**src/rtl/i2c_slave_mem_if.sv**
```systemverilog
`default_nettype none
// ============================================================================
// Module   : i2c_slave_mem_if
// Brief    : Open-drain I2C bus bundle (SCL, SDA in, SDA pull-down enable).
// Revision : 1.0
// ============================================================================
interface i2c_slave_mem_if;
    logic scl;
    logic sda_i;
    logic sda_oe;

    modport master (output scl, output sda_i, input sda_oe);
    modport slave  (input scl, input sda_i, output sda_oe);
endinterface
`default_nettype wire

```
**src/rtl/i2c_slave_mem.sv**
```systemverilog
`default_nettype none
// ============================================================================
// Module   : i2c_slave_mem
// Brief    : I2C target with a pointer-addressed byte register file.
// Revision : 1.0
// ============================================================================
module i2c_slave_mem #(
    parameter logic [6:0] DEV_ADDR  = 7'h12,
    parameter int         MEM_DEPTH = 16
) (
    input  logic                         clk,
    input  logic                         rst,
    i2c_slave_mem_if.slave               bus,
    output logic                         busy,
    output logic                         done,
    output logic                         wr_pulse,
    output logic [7:0]                   last_byte,
    input  logic [$clog2(MEM_DEPTH)-1:0] mem_rd_addr,
    output logic [7:0]                   mem_rd_data
);
    localparam int c_ptr_w = $clog2(MEM_DEPTH);

    localparam logic [3:0] c_st_idle      = 4'd0;
    localparam logic [3:0] c_st_addr      = 4'd1;
    localparam logic [3:0] c_st_addr_ack  = 4'd2;
    localparam logic [3:0] c_st_ptr       = 4'd3;
    localparam logic [3:0] c_st_ptr_ack   = 4'd4;
    localparam logic [3:0] c_st_wdata     = 4'd5;
    localparam logic [3:0] c_st_wdata_ack = 4'd6;
    localparam logic [3:0] c_st_rdata     = 4'd7;
    localparam logic [3:0] c_st_rack_chk  = 4'd8;
    localparam logic [3:0] c_st_wait_stop = 4'd9;

    logic               r_scl_s1, r_scl_s2, r_scl_d;
    logic               r_sda_s1, r_sda_s2, r_sda_d;
    logic [3:0]         r_state;
    logic [2:0]         r_bitcnt;
    logic [7:0]         r_shift;
    logic [c_ptr_w-1:0] r_ptr;
    logic [7:0]         r_mem [MEM_DEPTH];
    logic               r_rw;
    logic               r_ack;
    logic               r_sda_oe;
    logic               r_busy;
    logic               r_done;
    logic               r_wr_pulse;
    logic [7:0]         r_last_byte;

    logic               w_scl_rise, w_scl_fall, w_start, w_stop;
    logic [7:0]         w_byte;
    logic [7:0]         w_rd_byte;

    // Start/stop need SCL stably high, so an SDA edge coincident with an SCL edge is data.
    assign w_scl_rise = r_scl_s2 & ~r_scl_d;
    assign w_scl_fall = ~r_scl_s2 & r_scl_d;
    assign w_start    = r_scl_s2 & r_scl_d & ~r_sda_s2 & r_sda_d;
    assign w_stop     = r_scl_s2 & r_scl_d & r_sda_s2 & ~r_sda_d;
    assign w_byte     = {r_shift[6:0], r_sda_s2};
    assign w_rd_byte  = r_mem[r_ptr];

    assign bus.sda_oe  = r_sda_oe;
    assign busy        = r_busy;
    assign done        = r_done;
    assign wr_pulse    = r_wr_pulse;
    assign last_byte   = r_last_byte;
    assign mem_rd_data = r_mem[mem_rd_addr];

    // Synchronizers reset low so a released bus never looks like a START.
    always_ff @(posedge clk or posedge rst) begin
        if (rst) begin
            r_scl_s1 <= 1'b0;
            r_scl_s2 <= 1'b0;
            r_scl_d  <= 1'b0;
            r_sda_s1 <= 1'b0;
            r_sda_s2 <= 1'b0;
            r_sda_d  <= 1'b0;
        end else begin
            r_scl_s1 <= bus.scl;
            r_scl_s2 <= r_scl_s1;
            r_scl_d  <= r_scl_s2;
            r_sda_s1 <= bus.sda_i;
            r_sda_s2 <= r_sda_s1;
            r_sda_d  <= r_sda_s2;
        end
    end

    always_ff @(posedge clk or posedge rst) begin
        if (rst) begin
            r_state     <= c_st_idle;
            r_bitcnt    <= 3'd0;
            r_shift     <= 8'd0;
            r_ptr       <= '0;
            r_rw        <= 1'b0;
            r_ack       <= 1'b0;
            r_sda_oe    <= 1'b0;
            r_busy      <= 1'b0;
            r_done      <= 1'b0;
            r_wr_pulse  <= 1'b0;
            r_last_byte <= 8'd0;
            for (int i = 0; i < MEM_DEPTH; i++) r_mem[i] <= 8'd0;
        end else begin
            r_done     <= 1'b0;
            r_wr_pulse <= 1'b0;
            if (w_stop) begin
                r_state  <= c_st_idle;
                r_sda_oe <= 1'b0;
                r_ack    <= 1'b0;
                r_busy   <= 1'b0;
                r_done   <= r_busy;
            end else if (w_start) begin
                r_state  <= c_st_addr;
                r_bitcnt <= 3'd0;
                r_sda_oe <= 1'b0;
                r_ack    <= 1'b0;
            end else begin
                case (r_state)
                    c_st_addr, c_st_ptr, c_st_wdata: begin
                        if (w_scl_rise) begin
                            r_shift  <= w_byte;
                            r_bitcnt <= r_bitcnt + 3'd1;
                            if (r_bitcnt == 3'd7) begin
                                r_last_byte <= w_byte;
                                if (r_state == c_st_addr) begin
                                    r_rw    <= w_byte[0];
                                    r_state <= (w_byte[7:1] == DEV_ADDR) ? c_st_addr_ack : c_st_wait_stop;
                                end else if (r_state == c_st_ptr) begin
                                    r_ptr   <= w_byte[c_ptr_w-1:0];
                                    r_state <= c_st_ptr_ack;
                                end else begin
                                    r_mem[r_ptr] <= w_byte;
                                    r_wr_pulse   <= 1'b1;
                                    r_ptr        <= r_ptr + c_ptr_w'(1);
                                    r_state      <= c_st_wdata_ack;
                                end
                            end
                        end
                    end
                    // First SCL fall drives the ACK low, the second ends it.
                    c_st_addr_ack, c_st_ptr_ack, c_st_wdata_ack: begin
                        if (w_scl_fall) begin
                            if (!r_ack) begin
                                r_sda_oe <= 1'b1;
                                r_ack    <= 1'b1;
                                if (r_state == c_st_addr_ack) r_busy <= 1'b1;
                            end else begin
                                r_ack <= 1'b0;
                                if (r_state == c_st_addr_ack && r_rw) begin
                                    r_shift  <= {w_rd_byte[6:0], 1'b0};
                                    r_sda_oe <= ~w_rd_byte[7];
                                    r_ptr    <= r_ptr + c_ptr_w'(1);
                                    r_state  <= c_st_rdata;
                                end else begin
                                    r_sda_oe <= 1'b0;
                                    r_state  <= (r_state == c_st_addr_ack) ? c_st_ptr : c_st_wdata;
                                end
                            end
                        end
                    end
                    c_st_rdata: begin
                        if (w_scl_fall) begin
                            r_bitcnt <= r_bitcnt + 3'd1;
                            if (r_bitcnt == 3'd7) begin
                                r_sda_oe <= 1'b0;
                                r_ack    <= 1'b0;
                                r_state  <= c_st_rack_chk;
                            end else begin
                                r_sda_oe <= ~r_shift[7];
                                r_shift  <= {r_shift[6:0], 1'b0};
                            end
                        end
                    end
                    c_st_rack_chk: begin
                        if (w_scl_rise) begin
                            if (r_sda_s2) r_state <= c_st_wait_stop;
                            else          r_ack   <= 1'b1;
                        end else if (w_scl_fall && r_ack) begin
                            r_ack    <= 1'b0;
                            r_shift  <= {w_rd_byte[6:0], 1'b0};
                            r_sda_oe <= ~w_rd_byte[7];
                            r_ptr    <= r_ptr + c_ptr_w'(1);
                            r_state  <= c_st_rdata;
                        end
                    end
                    c_st_idle, c_st_wait_stop: begin
                        r_sda_oe <= 1'b0;
                    end
                    default: begin
                        r_state  <= c_st_idle;
                        r_sda_oe <= 1'b0;
                    end
                endcase
            end
        end
    end
endmodule
`default_nettype wire

```
**src/flat_wrapper.sv**
```systemverilog
// flat-port wrapper written by rule: the top's interface ports become plain ports
module i2c_slave_mem_flat 
#(
    parameter logic [6:0] DEV_ADDR  = 7'h12,
    parameter int         MEM_DEPTH = 16
)
  (clk, rst, busy, done, wr_pulse, last_byte, mem_rd_addr, mem_rd_data, bus_scl, bus_sda_i, bus_sda_oe);
  i2c_slave_mem_if bus_i ();
  input  logic clk;
  input  logic rst;
  output logic busy;
  output logic done;
  output logic wr_pulse;
  output logic [7:0] last_byte;
  input  logic [$clog2(MEM_DEPTH)-1:0] mem_rd_addr;
  output logic [7:0] mem_rd_data;
  input wire logic [$bits(bus_i.scl)-1:0] bus_scl;
  input wire logic [$bits(bus_i.sda_i)-1:0] bus_sda_i;
  output wire logic [$bits(bus_i.sda_oe)-1:0] bus_sda_oe;
  assign bus_i.scl = bus_scl;
  assign bus_i.sda_i = bus_sda_i;
  assign bus_sda_oe = bus_i.sda_oe;
  i2c_slave_mem #(.DEV_ADDR(DEV_ADDR), .MEM_DEPTH(MEM_DEPTH)) u_core (.clk(clk), .rst(rst), .bus(bus_i), .busy(busy), .done(done), .wr_pulse(wr_pulse), .last_byte(last_byte), .mem_rd_addr(mem_rd_addr), .mem_rd_data(mem_rd_data));
endmodule
```
**config.mk**
```make
export PLATFORM = sky130hd
export DESIGN_NAME = i2c_slave_mem_flat
export DESIGN_NICKNAME = d
export VERILOG_FILES = /design/src/rtl/i2c_slave_mem_if.sv /design/src/rtl/i2c_slave_mem.sv /design/src/flat_wrapper.sv
export SDC_FILE = /design/constraint.sdc
export NUM_CORES = 1
export LEC_CHECK = 0
export CAP_MARGIN = 20
export CORE_ASPECT_RATIO = 2
export CORE_MARGIN = 2
export CORE_UTILIZATION = 47
export CTS_BUF_LIST = sky130_fd_sc_hd__clkbuf_8
export DETAILED_ROUTE_END_ITERATION = 6
export PLACE_DENSITY = 0.6
export SLEW_MARGIN = 0
export SYNTH_ARGS = -nofsm -noshare
export SYNTH_HDL_FRONTEND = slang
export SYNTH_SLANG_ARGS = --single-unit
```
**constraint.sdc**
```tcl
create_clock -name clk -period 6.6 [get_ports clk]
set_clock_uncertainty 0.05 [all_clocks]
set_input_delay 0.66 -clock clk [delete_from_list [all_inputs] [get_ports clk]]
set_output_delay 0.66 -clock clk [all_outputs]
set_load 0.005 [all_outputs]
```
Word level (Yosys, flattened, before mapping)
Index checks and enable logic that the tools add are counted.
{"block": "word_totals", "wordCells": 202, "in_bits": 8, "output_inout_bits": 20, "reg_bits": 167}
{"block": "classes", "n_eq_ne": 38, "n_mux": 83, "bitwise_logic": 19, "order_cmp": 3, "add_sub_neg": 2, "reduce_logical": 24}
{"cell": "$bwmux 128", "n": 1}
{"cell": "$mux 8", "n": 13}
{"cell": "$mux 4", "n": 23}
{"cell": "$bmux 8 s4", "n": 2}
{"cell": "$demux 8 s4", "n": 1}
{"cell": "$mux 1", "n": 32}
{"cell": "$pmux 8 s4", "n": 1}
{"cell": "$ne 4x1->1 const B", "n": 7}
{"cell": "$reduce_and 11->1", "n": 2}
{"cell": "$pmux 4 s5", "n": 1}
{"cell": "$eq 4x3->1 const B", "n": 4}
{"cell": "$reduce_and 5->1", "n": 3}
{"cell": "$ne 2x1->1 const B", "n": 7}
{"cell": "$mux 3", "n": 4}
{"cell": "$ne 3x1->1 const B", "n": 4}
{"cell": "$pmux 4 s3", "n": 1}
{"cell": "$reduce_and 6->1", "n": 2}
{"cell": "$ge 5x5->1 const B", "n": 2}
{"cell": "$ne 2x2->1 const B", "n": 5}
{"cell": "$not 1->1", "n": 10}
{"cell": "$not 4->5", "n": 2}
{"cell": "$reduce_and 9->1", "n": 1}
{"cell": "$eq 4x2->1 const B", "n": 2}
{"cell": "$eq 4x4->1 const B", "n": 2}
{"cell": "25 further kinds", "n": 37}

Longest topological paths before layout
Gate-level depths: netlist (run 1).
{"block": "logic_depth", "word_depth": 11, "depth_mapped": 8, "depth_no_buf": 7}

Worst setup path after synthesis (run 1)
OpenSTA, ideal clock, no wires.
{"block": "synth_timing", "path_type": "input to output", "startpoint": "in mem_rd_addr[1]", "endpoint": "out mem_rd_data[0]", "n_path_buf": 3, "required_time_ns": 5.890, "t_arrival_ns": 2.191, "cell_stages": 5, "slack_ns": 3.699, "path_cell_list": "buf_2 > buf_2 > buf_1 > mux4_2 > mux4_2"}
{"block": "synth_via", "elab_chain_len": 4}
{"item": "start: declaration", "line_no": "flat_wrapper.sv:15", "source": "input logic [$clog2(MEM_DEPTH)-1:0] mem_rd_addr;"}
{"item": "$not 4->5 (implied by the code)", "line_no": "i2c_slave_mem.sv:66", "source": "assign mem_rd_data = r_mem[mem_rd_addr];"}
{"item": "$bmux 8 s4", "line_no": "i2c_slave_mem.sv:66"}
{"item": "$mux 8 (implied by the code) (2 in series)", "line_no": "i2c_slave_mem.sv:66"}
{"item": "end: declaration", "line_no": "flat_wrapper.sv:16", "source": "output logic [7:0] mem_rd_data;"}
No other way between the ends. The select of a mux whose other input is x is not followed.

Worst setup path in the final report (run 1)
Same ends and word-level chain as after synthesis.

==> run summary, run 1 <==
## Timing
• **final count of negative-setup-slack endpoints** 0
• **worst setup margin** 2.811 ns
• **post-route fraction of the period consumed by the critical path** 57.40%
• **final worst hold slack** 0.3143 ns
• **slew at the pin with the worst max-slew slack** 0.9562 ns
• **Period minus WS final** 3.789 ns
• **final-layout setup total negative slack** 0 ns
• **worst slew slack as a fraction of its limit** 36.25%
• **RSZ-0062 raised after global routing** false
• **maximum clock rate** 0.2639 GHz
• **number of hold violations in the final report** 0
• **final slew viol count** 0

## Drt
• **number of iterations in the first detailed-routing pass** 5
• **via count** 5,792
• **Routed wire per std cell** 24.39 µm
• **violation count after the first detailed-route iteration** 255
• **Avg Vias per Cell** 6.228
• **number of antenna-violating nets in the routed design** 0
• **count of unresolved DRC violations after routing** 0
• **total wirelength of the detailed-routed design** 22,690 µm

## Global routing
• **met2 demand-to-capacity share in global routing** 40.69%
• **via count of the first global-routing pass** 6,240
• **global-route track usage on met1** 27.34%
• **busiest grt layer** met2
• **first-pass GRT wire length** 36,320 µm
• **global-route usage over all layers** 23.78%
• **met3 usage** 4.898%
• **number of antenna violations at the first check in global routing** 0
• **largest net degree at the start of global routing** 110
• **total congestion overflow** 0

## Pwr
• **Comb pwr share** 26.2%
• **clock network fraction of design power** 28.4%
• **switching power** 0.9931 mW
• **portion of total power attributed to sequential cells** 45.5%
• **switching fraction of total power** 35.64%
• **pwr/cell area** 278.5 nW/µm²
• **static leakage** 4.566 nW
• **internal power component** 1.793 mW
• **Max rail drop VDD** 0.2770 mV

## Finish
• **final-stage net count** 672
• **layout overhead on the synthesized area** 9.205%
• **number of standard cells in the final layout excluding fillers** 930
• **count of fill cells added during filler insertion** 1,635
• **utilization after layout** 52.14%
• **count of antenna diodes in the layout** 0
• **share of post-route cells with drive strength above 1** 40.83%

## Synth
• **gate count after technology mapping** 656
• **synthesized flop and latch total** 167
• **Syn Std Cell Area** 9161 µm²
• **asr flop ratio synth** 100.0%
• **syn_nets** 670
• **number of flops mapped to enable cells by yosys** 0
• **number of distinct library cells after synthesis** 66
• **prevailing post-synth register cell** dfrtp_1
• **sequential element share of the synthesized area** 45.62%
• **Syn Area/Cell** 13.97 µm²
• **yosys synthesis warning count** 0

## Setup path
• **type of origin of the critical path** input port
• **CP max-delay cell** mux4_2
• **Critical Path End Type** output port
• **critical path class** in -> out
• **critical path, cell by cell** clkdlybuf4s50_1, buf_4, mux4_2, mux4_2, clkdlybuf4s50_1
• **largest stage delay on the critical path** 0.58 ns
• **critical path required time** 5.89 ns
• **WP data arrival** 3.08 ns
• **biggest fanout along the worst timing path** 32

## Die
• **core area** 19,190 µm²
• **die span in y** 201.4 µm
• **Die Wd** 102.7 µm
• **# rows** 72
• **number of ports placed on the die boundary** 28
• **Initial Util** 47.74%
• **full die area** 20,690 µm²

## Outcome
• **result of the run** finished clean

## CTS
• **Post-CTS Setup Inserts** 0
• **number of buffers inserted during clock tree synthesis** 17
• **clock tree from TritonCTS** yes
• **number of buffers inserted by hold repair at cts** 0
• **clock root buffer** clkbuf_8
• **CTS sink cnt** 167
• **clock slew at reported path FFs** 0.08 ns
• **post-cts resize count** 0
• **deepest clock path buffer count** 2
• **later-pin clock latency in the skew report** 0.48 ns
• **H-tree Lvls** 4

## Hold path
• **class of the tightest hold or removal check** reg -> reg

## Place
• **instance count after placement with tap cells included** 896
• **post-detailed-placement half-perimeter wirelength** 16,000 µm
• **Final Wtd Congestion** 0.8986
• **count of port buffers added during placement** 27
• **Post-Place Setup Slack** 2.712 ns

## Flow run
• **max cap viols** 0

[cells in the final DEF (no fill, tap or decap), types with 4 or more instances in the layout]
master	synthesis	final
mux2_1	6	6
mux2i_1	13	13
inv_1	9	9
nand2b_1	4	4
ha_1	6	6
nand3_1	6	6
nor2_1	34	34
a31oi_1	7	7
nand2_2	16	16
nor3b_1	4	4
o21ai_0	11	11
clkbuf_8	0	17
a221o_1	6	6
buf_4	6	5
mux4_1	11	11
o211ai_1	6	6
a21oi_1	8	8
nand2_1	17	17
dfrtp_1	167	167
nor2b_1	8	8
mux2_2	141	141
clkinv_2	0	6
mux4_2	60	60
bufinv_16	0	4
clkdlybuf4s50_1	0	26
nor3_1	12	12
[area by class of cell]
type / count / area [µm²] / area share (%)
clock inverter: 15 / 186.4 / 1.863
inverter: 10 / 42.54 / 0.4252
tap: 259 / 324.1 / 3.239
sequential: 167 / 4179 / 41.77
timing repair buffer: 34 / 350.3 / 3.502
clock buffer: 17 / 234.0 / 2.339
multi-input combinational: 428 / 4688 / 46.86
[state kept, by name, indices dropped and copies added (netlist names)]
signal             flops
u_core.bus.sda_oe      1
u_core.last_byte       8
u_core.r_ack           1
u_core.r_bitcnt        3
u_core.wr_pulse        1
u_core.r_mem         128
u_core.r_ptr           4
u_core.r_sda_d         1
u_core.r_scl_s2        1
u_core.r_rw            1
u_core.busy            1
u_core.r_scl_d         1
u_core.done            1
u_core.r_state         4
u_core.r_shift         8
u_core.r_sda_s1        1
u_core.r_sda_s2        1
u_core.r_scl_s1        1
[synth_stat cells (all sizes together) (7+ instances only)]
| cell | count | area (µm²) |
|---|---|---|
| inv | 10 | 37.53 |
| nor2 | 36 | 140.1 |
| clkbuf | 21 | 80.07 |
| nor3 | 15 | 102.6 |
| nand2 | 33 | 163.9 |
| nor2b | 8 | 50.05 |
| a31oi | 7 | 43.79 |
| mux2i | 13 | 130.1 |
| mux4 | 71 | 1640 |
| a21oi | 8 | 40.04 |
| dfrtp | 167 | 4179 |
| o21ai | 11 | 55.05 |
| buf | 30 | 176.4 |
| mux2 | 147 | 1655 |
[power by group through the flow]
stage | clock network [mW] | logic (mW) | registers (mW)
floorplan | 0 | 0.700 | 1.13
global placement | 0 | 0.717 | 1.28
detailed placement | 0 | 0.729 | 1.28
CTS | 0.807 | 0.731 | 1.27
global route | 0.856 | 0.793 | 1.28
finish | 0.790 | 0.729 | 1.27
[critical path, delay by kind of cell]
| family | cells | cell delay [ns] |
|---|---|---|
| buffers and inverters | 3 | 1.35 |
| multiplexers | 2 | 1.06 |
[cells by family (layout without fill, tap and decap cells)]
family	Yosys count	after routing	synth area share (%)
muxes	231	231	37.39
and+or+nand+nor	126	126	7.703
DFF	167	167	45.62
AOI/OAI and AO/OA	63	63	5.067
adders and majority gates	6	6	0.8194
xor gates and xnor gates	2	2	0.1912
buffers and inverters	61	76	3.209
[per-stage QoR]
| step | total power [mW] | cell area (µm²) |
|---|---|---|
| after detailed placement | 2.014 | 9537 |
| after global routing | 2.933 | 10000 |
| after CTS | 2.804 | 9957 |
| after floorplan | 1.831 | 9161 |
| after global placement | 1.999 | 9537 |
| final | 2.787 | 10000 |
[final timing paths]
path,cells past startpoint,startpoint,slack (ns),to
setup / recovery,5,mem_rd_addr[1],2.81,mem_rd_data[0]
hold / removal,0,u_core.r_sda_s1$_DFF_PP0_,0.31,u_core.r_sda_s2$_DFF_PP0_
setup reg to reg,5,u_core.r_state[3]$_DFFE_PP0P_,3.76,u_core.r_shift[7]$_DFFE_PP0P_
hold reg to reg,0,u_core.r_sda_s1$_DFF_PP0_,0.31,u_core.r_sda_s2$_DFF_PP0_
max in group asynchronous,3,rst,5.10,u_core.last_byte[6]$_DFFE_PP0P_
min in group asynchronous,2,rst,0.42,u_core.r_mem[103]$_DFFE_PP0P_
[metal layers]
| layer | vias to the layer above | share of wire [%] | wire, µm |
|---|---|---|---|
| met2 | 178 | 54 | 12320 |
| met4 | 0 | 5.1 | 1166 |
| met3 | 69 | 4.4 | 1007 |
| met1 | 3022 | 36 | 8189 |
| li1 | 2523 | - | - |
| met5 | - | 0 | 0 |
Power figures use the tool's default switching activity.
==> run 2, diff against run 1 <==
==> constraint.sdc (replaced) <==
create_clock -name clk -period 3.8 [get_ports clk]
set_clock_uncertainty 0.05 [all_clocks]
set_input_delay 0.38 -clock clk [delete_from_list [all_inputs] [get_ports clk]]
set_output_delay 0.38 -clock clk [all_outputs]
set_load 0.005 [all_outputs]
==> run 2 against run 1 <==
  * Utilization rose by 0.38 points
  * Final cell count rose by 0.75%
  * Global-route usage is 1.1 points higher
  * Sequential power rose by 76%
  * Largest cell class unchanged
  * Largest power group unchanged
==> run summary, run 2 (same netlist as run 1, synthesis figures left out) <==
## Outcome
• **result of the run** finished clean

## Global routing
• **first-pass GRT wire length** 37,490 µm, +3.2%
• **number of antenna violations at the first check in global routing** 0, unchanged
• **largest net degree at the start of global routing** 67, -39%
• **total congestion overflow** 0, unchanged
• **via count of the first global-routing pass** 6,254, +0.22%
• **global-route usage over all layers** 24.92%, +1.1 points

## Finish
• **highest-count cells in the layout ignoring fill and taps** 167 x dfrtp_1, 141 x mux2_2, 60 x mux4_2, 34 x nor2_1, 26 x clkdlybuf4s50_1
• **flip-flop count of the largest register after layout** 128, unchanged
• **final design area excluding fillers** 10,080 µm², +0.74%
• **count of antenna diodes in the layout** 0, unchanged
• **area used by multi-input combinational logic** 4688 µm², unchanged
• **largest register by flop count** u_core.r_mem
• **layout overhead on the synthesized area** 10.01%
• **share of post-route cells with drive strength above 1** 41.15%, +0.32 points
• **commonest non-fill, non-tap cell in the layout** dfrtp_1
• **Register Area** 4179 µm², unchanged
• **final-stage net count** 683, +1.6%
• **number of standard cells in the final layout excluding fillers** 937, +0.75%
• **count of fill cells added during filler insertion** 1,635, unchanged
• **utilization after layout** 52.52%, +0.38 points

## Setup path
• **Reg2Reg Setup Slack** 1.00 ns, -2.76 ns
• **Critical Path End Type** output port
• **critical register-to-register path startpoint** u_core.r_ptr[1]$_DFFE_PP0P_
• **endpoint of the lowest-slack register-to-register path** u_core.r_shift[1]$_DFFE_PP0P_
• **Critical Path Start** mem_rd_addr[1]
• **WP data arrival** 2.73 ns, -0.35 ns
• **biggest fanout along the worst timing path** 22, -31%
• **critical path required time** 3.37 ns, -2.52 ns
• **critical path class** in -> out
• **type of origin of the critical path** input port
• **worst-case reg-to-reg path depth** 7, +2

## Timing
• **slew at the pin with the worst max-slew slack** 0.9118 ns, -0.04445 ns
• **maximum clock rate** 0.3160 GHz
• **worst slew slack as a fraction of its limit** 39.21%, +3.0 points
• **post-route fraction of the period consumed by the critical path** 83.28%
• **RSZ-0062 raised after global routing** false
• **final count of negative-setup-slack endpoints** 0, unchanged
• **number of hold violations in the final report** 0, unchanged
• **Period minus WS final** 3.165 ns
• **final slew viol count** 0, unchanged
• **final-layout setup total negative slack** 0 ns, unchanged

## Pwr
• **switching power** 1.683 mW, +69%
• **static leakage** 4.617 nW, +1.1%
• **portion of total power attributed to sequential cells** 46.7%, +1.2 points
• **clock network fraction of design power** 25.7%, -2.7 points
• **switching fraction of total power** 35.33%, -0.31 points
• **Max rail drop VDD** 0.2778 mV, +0.28%
• **pwr/cell area** 472.7 nW/µm², +70%
• **internal power component** 3.081 mW, +72%
• **Comb pwr share** 27.5%, +1.3 points

## CTS
• **clock tree from TritonCTS** yes
• **number of buffers inserted by hold repair at cts** 0, unchanged
• **clock root buffer** clkbuf_8
• **number of buffers inserted during clock tree synthesis** 17, unchanged
• **H-tree Lvls** 4, unchanged
• **CTS sink cnt** 167, unchanged
• **Post-CTS Setup Inserts** 0, unchanged
• **post-cts resize count** 0, unchanged
• **clock slew at reported path FFs** 0.08 ns, about the same
• **deepest clock path buffer count** 2, unchanged
• **later-pin clock latency in the skew report** 0.47 ns, about the same

## Place
• **post-detailed-placement half-perimeter wirelength** 17,040 µm, +6.5%
• **Final Wtd Congestion** 0.9273, +3.2%
• **instance count after placement with tap cells included** 908, +1.3%
• **Post-Place Cell Area** 9688 µm², +1.6%
• **count of port buffers added during placement** 27, unchanged

## Drt
• **count of unresolved DRC violations after routing** 0, unchanged
• **number of iterations in the first detailed-routing pass** 5, unchanged
• **Routed wire per std cell** 25.31 µm, +3.7%
• **via count** 5,912, +2.1%
• **violation count after the first detailed-route iteration** 470, +84%
• **Avg Vias per Cell** 6.309, +1.3%
• **number of antenna-violating nets in the routed design** 0, unchanged
• **total wirelength of the detailed-routed design** 23,710 µm, +4.5%

## Die
• **number of ports placed on the die boundary** 28, unchanged
• **full die area** 20,690 µm², unchanged
• **core area** 19,190 µm², unchanged
• **Die Wd** 102.7 µm, unchanged
• **Initial Util** 47.74%, unchanged
• **# rows** 72, unchanged
• **die span in y** 201.4 µm, unchanged

## Flow run
• **max cap viols** 0, unchanged

## Hold path
• **class of the tightest hold or removal check** in -> async

==> run 2: power groups by stage <==
stage               Sequential, mW  Clock (mW)  Combinational [mW]
finish                        2.23        1.23                1.31
global route                  2.26        1.34                1.42
CTS                           2.23        1.27                1.31
detailed placement            2.26           0                1.31
global placement              2.26           0                1.29
floorplan                     1.96           0                1.22
==> run 2: worst max path at each step <==
stage                                                to  slack [ns]  cells after the start
after floorplan           u_core.bus.sda_oe$_DFFE_PP0P_        1.24                      1
after global placement                   mem_rd_data[4]        0.67                      5
after detailed placement                 mem_rd_data[4]        0.62                      5
after CTS                                mem_rd_data[4]        0.62                      5
after global routing                     mem_rd_data[3]        0.56                      5
final                                    mem_rd_data[4]        0.64                      5
==> run 2: metal layers <==
metal | vias up | GRT usage, % | part of all wire (%)
met3 | 55 | 5.280 | 4.3
met2 | 184 | 43.42 | 56
li1 | 2538 | - | -
met5 | - | 0 | 0
met1 | 3135 | 29.52 | 37
met4 | 0 | 9.476 | 3.1
==> run 2: area by class of cell <==
type	instances	area share, %
Clock buffer	21	2.868
Clock inverter	7	0.8070
Inverter	10	0.4097
Multi-Input combinational cell	428	46.52
Sequential cell	167	41.47
Tap cell	259	3.215
Timing Repair Buffer	45	4.718
==> run 2: stage by stage <==
stage	total power [mW]	worst slack (ns)	hold slack (ns)
finish	4.764	0.6352	0.1049
detailed placement	3.567	0.6170	0.2951
global placement	3.551	0.6671	0.2947
global route	5.017	0.5645	0.08184
CTS	4.806	0.6228	0.2825
floorplan	3.181	1.243	0.2812
==> run 2: critical path, cell delays in order <==
cell and delay [ns]:
clkdlybuf4s50_1 0.79, buf_12 0.24, mux4_2 0.32, mux4_2 0.51, clkdlybuf4s50_1 0.47
==> run 3, diff against run 2 <==
==> constraint.sdc (replaced) <==
create_clock -name clk -period 3.2 [get_ports clk]
set_clock_uncertainty 0.05 [all_clocks]
set_input_delay 0.32 -clock clk [delete_from_list [all_inputs] [get_ports clk]]
set_output_delay 0.32 -clock clk [all_outputs]
set_load 0.005 [all_outputs]
==> run 3 against run 2 <==
  * Clock power rose by 32%
  * Critical path depth stayed put
  * Global-route usage increased by 1.7 points
  * Critical path type unchanged
  * Largest cell class unchanged
  * Largest power group unchanged
==> run summary, run 3 (same netlist as run 1, synthesis figures left out) <==
## Drt
• **number of antenna-violating nets in the routed design** 0, unchanged
• **total wirelength of the detailed-routed design** 25,680 µm, +8.3%
• **Avg Vias per Cell** 6.344, +0.55%
• **Routed wire per std cell** 27.29 µm, +7.8%
• **violation count after the first detailed-route iteration** 440, -6.4%
• **via count** 5,970, +0.98%
• **number of iterations in the first detailed-routing pass** 4, -1
• **count of unresolved DRC violations after routing** 0, unchanged

## Timing
• **final slew viol count** 0, unchanged
• **post-route fraction of the period consumed by the critical path** 91.54%
• **final count of negative-setup-slack endpoints** 0, unchanged
• **Period minus WS final** 2.929 ns
• **slew at the pin with the worst max-slew slack** 1.002 ns, +0.08978 ns
• **maximum clock rate** 0.3414 GHz
• **RSZ-0062 raised after global routing** false
• **final-layout setup total negative slack** 0 ns, unchanged
• **number of hold violations in the final report** 0, unchanged
• **worst slew slack as a fraction of its limit** 33.08%, -6.1 points
• **worst setup margin** 0.2709 ns, -0.3643 ns
• **final worst hold slack** 0.2031 ns, +0.09824 ns

## Finish
• **highest-count cells in the layout ignoring fill and taps** 167 x dfrtp_1, 141 x mux2_2, 60 x mux4_2, 34 x nor2_1, 26 x clkdlybuf4s50_1
• **flip-flop count of the largest register after layout** 128, unchanged
• **final-stage net count** 683, unchanged
• **count of antenna diodes in the layout** 0, unchanged
• **count of fill cells added during filler insertion** 1,639, +0.24%
• **share of post-route cells with drive strength above 1** 41.50%, +0.35 points
• **layout overhead on the synthesized area** 10.52%
• **number of standard cells in the final layout excluding fillers** 941, +0.43%
• **utilization after layout** 52.76%, +0.24 points
• **largest register by flop count** u_core.r_mem
• **commonest non-fill, non-tap cell in the layout** dfrtp_1
• **final design area excluding fillers** 10,120 µm², +0.46%

## CTS
• **later-pin clock latency in the skew report** 0.48 ns, about the same
• **deepest clock path buffer count** 2, unchanged
• **clock slew at reported path FFs** 0.08 ns, about the same
• **number of buffers inserted during clock tree synthesis** 17, unchanged
• **clock tree from TritonCTS** yes
• **number of buffers inserted by hold repair at cts** 0, unchanged
• **Post-CTS Setup Inserts** 0, unchanged
• **H-tree Lvls** 4, unchanged
• **clock root buffer** clkbuf_8
• **CTS sink cnt** 167, unchanged
• **post-cts resize count** 0, unchanged

## Pwr
• **static leakage** 4.632 nW, +0.34%
• **total design power** 5.914 mW, +24%
• **Max rail drop VDD** 0.3138 mV, +13%
• **pwr/cell area** 584.1 nW/µm², +24%

## Global routing
• **total congestion overflow** 0, unchanged
• **first-pass GRT wire length** 39,450 µm, +5.2%
• **largest net degree at the start of global routing** 82, +22%
• **global-route usage over all layers** 26.62%, +1.7 points
• **number of antenna violations at the first check in global routing** 0, unchanged
• **via count of the first global-routing pass** 6,381, +2.0%

## Die
• **Die Wd** 102.7 µm, unchanged
• **number of ports placed on the die boundary** 28, unchanged
• **core area** 19,190 µm², unchanged
• **# rows** 72, unchanged
• **die span in y** 201.4 µm, unchanged
• **full die area** 20,690 µm², unchanged
• **Initial Util** 47.74%, unchanged

## Setup path
• **critical path, cell by cell** clkdlybuf4s50_1, buf_12, mux4_2, mux4_2, clkdlybuf4s50_1
• **biggest fanout along the worst timing path** 32, +45%
• **type of origin of the critical path** input port
• **largest stage delay on the critical path** 0.52 ns, -0.27 ns
• **critical path required time** 2.83 ns, -0.54 ns
• **WP data arrival** 2.56 ns, -0.17 ns
• **Critical Path End Type** output port
• **critical path class** in -> out
• **CP max-delay cell** mux4_2

## Place
• **instance count after placement with tap cells included** 909, +0.11%
• **count of port buffers added during placement** 27, unchanged
• **post-detailed-placement half-perimeter wirelength** 17,010 µm, -0.21%
• **Post-Place Cell Area** 9696 µm², about the same
• **Final Wtd Congestion** 1.026, +11%
• **Post-Place Setup Slack** 0.2695 ns, -0.3475 ns

## Outcome
• **result of the run** finished clean

## Flow run
• **max cap viols** 0, unchanged

## Hold path
• **class of the tightest hold or removal check** in -> async

==> run 3: cell count changes in the layout (fill, tap and decap cells not counted) <==
cell,previous run,this run
buf_4,12,13
bufinv_16,2,3
clkinvlp_4,1,3
clkbuf_8,21,22
buf_12,6,5
==> run 3: where the power goes <==
part / internal [mW] / switching, mW / leakage, nW / total (mW)
clock network: 0.865 / 0.760 / 0.225 / 1.62
registers: 2.22 / 0.313 / 2.30 / 2.53
logic: 0.708 / 1.05 / 2.11 / 1.76
total: 3.79 / 2.12 / 4.63 / 5.91
==> run 3: area by class of cell <==
| type | instances | area, µm² | area share, % |
|---|---|---|---|
| Timing Repair Buffer | 45 | 462.9 | 4.572 |
| Clock inverter | 10 | 126.4 | 1.248 |
| Inverter | 10 | 41.29 | 0.4078 |
| Sequential cell | 167 | 4179 | 41.28 |
| Tap cell | 259 | 324.1 | 3.201 |
| Multi-Input combinational cell | 428 | 4688 | 46.31 |
| Clock buffer | 22 | 302.8 | 2.991 |
==> run 3: worst paths after layout <==
check	start	end	depth (start not counted)	slack, ns
max	mem_rd_addr[1]	mem_rd_data[6]	5	0.27
min	rst	u_core.r_mem[28]$_DFFE_PP0P_	2	0.20
max reg2reg	u_core.r_bitcnt[0]$_DFFE_PP0P_	u_core.r_mem[61]$_DFFE_PP0P_	7	0.36
min reg2reg	u_core.r_sda_s1$_DFF_PP0_	u_core.r_sda_s2$_DFF_PP0_	0	0.30
max in group asynchronous	rst	u_core.r_ack$_DFFE_PP0P_	3	2.03
min in group clk	bus_sda_i	u_core.r_sda_s1$_DFF_PP0_	1	0.24
==> run 3: critical path: cells and delay by family <==
family / cells / cell delay (ns)
mux: 2 / 1.01
buf+inv: 3 / 1.21
==> run 3: layer usage <==
layer  up-vias  track usage [%]  part of all wire [%]
li1       2534                -                     -
met5         -                0                     0
met2       201            45.61                    55
met1      3173            31.18                    37
met4         0            13.86                   4.9
met3        62            4.620                   3.6
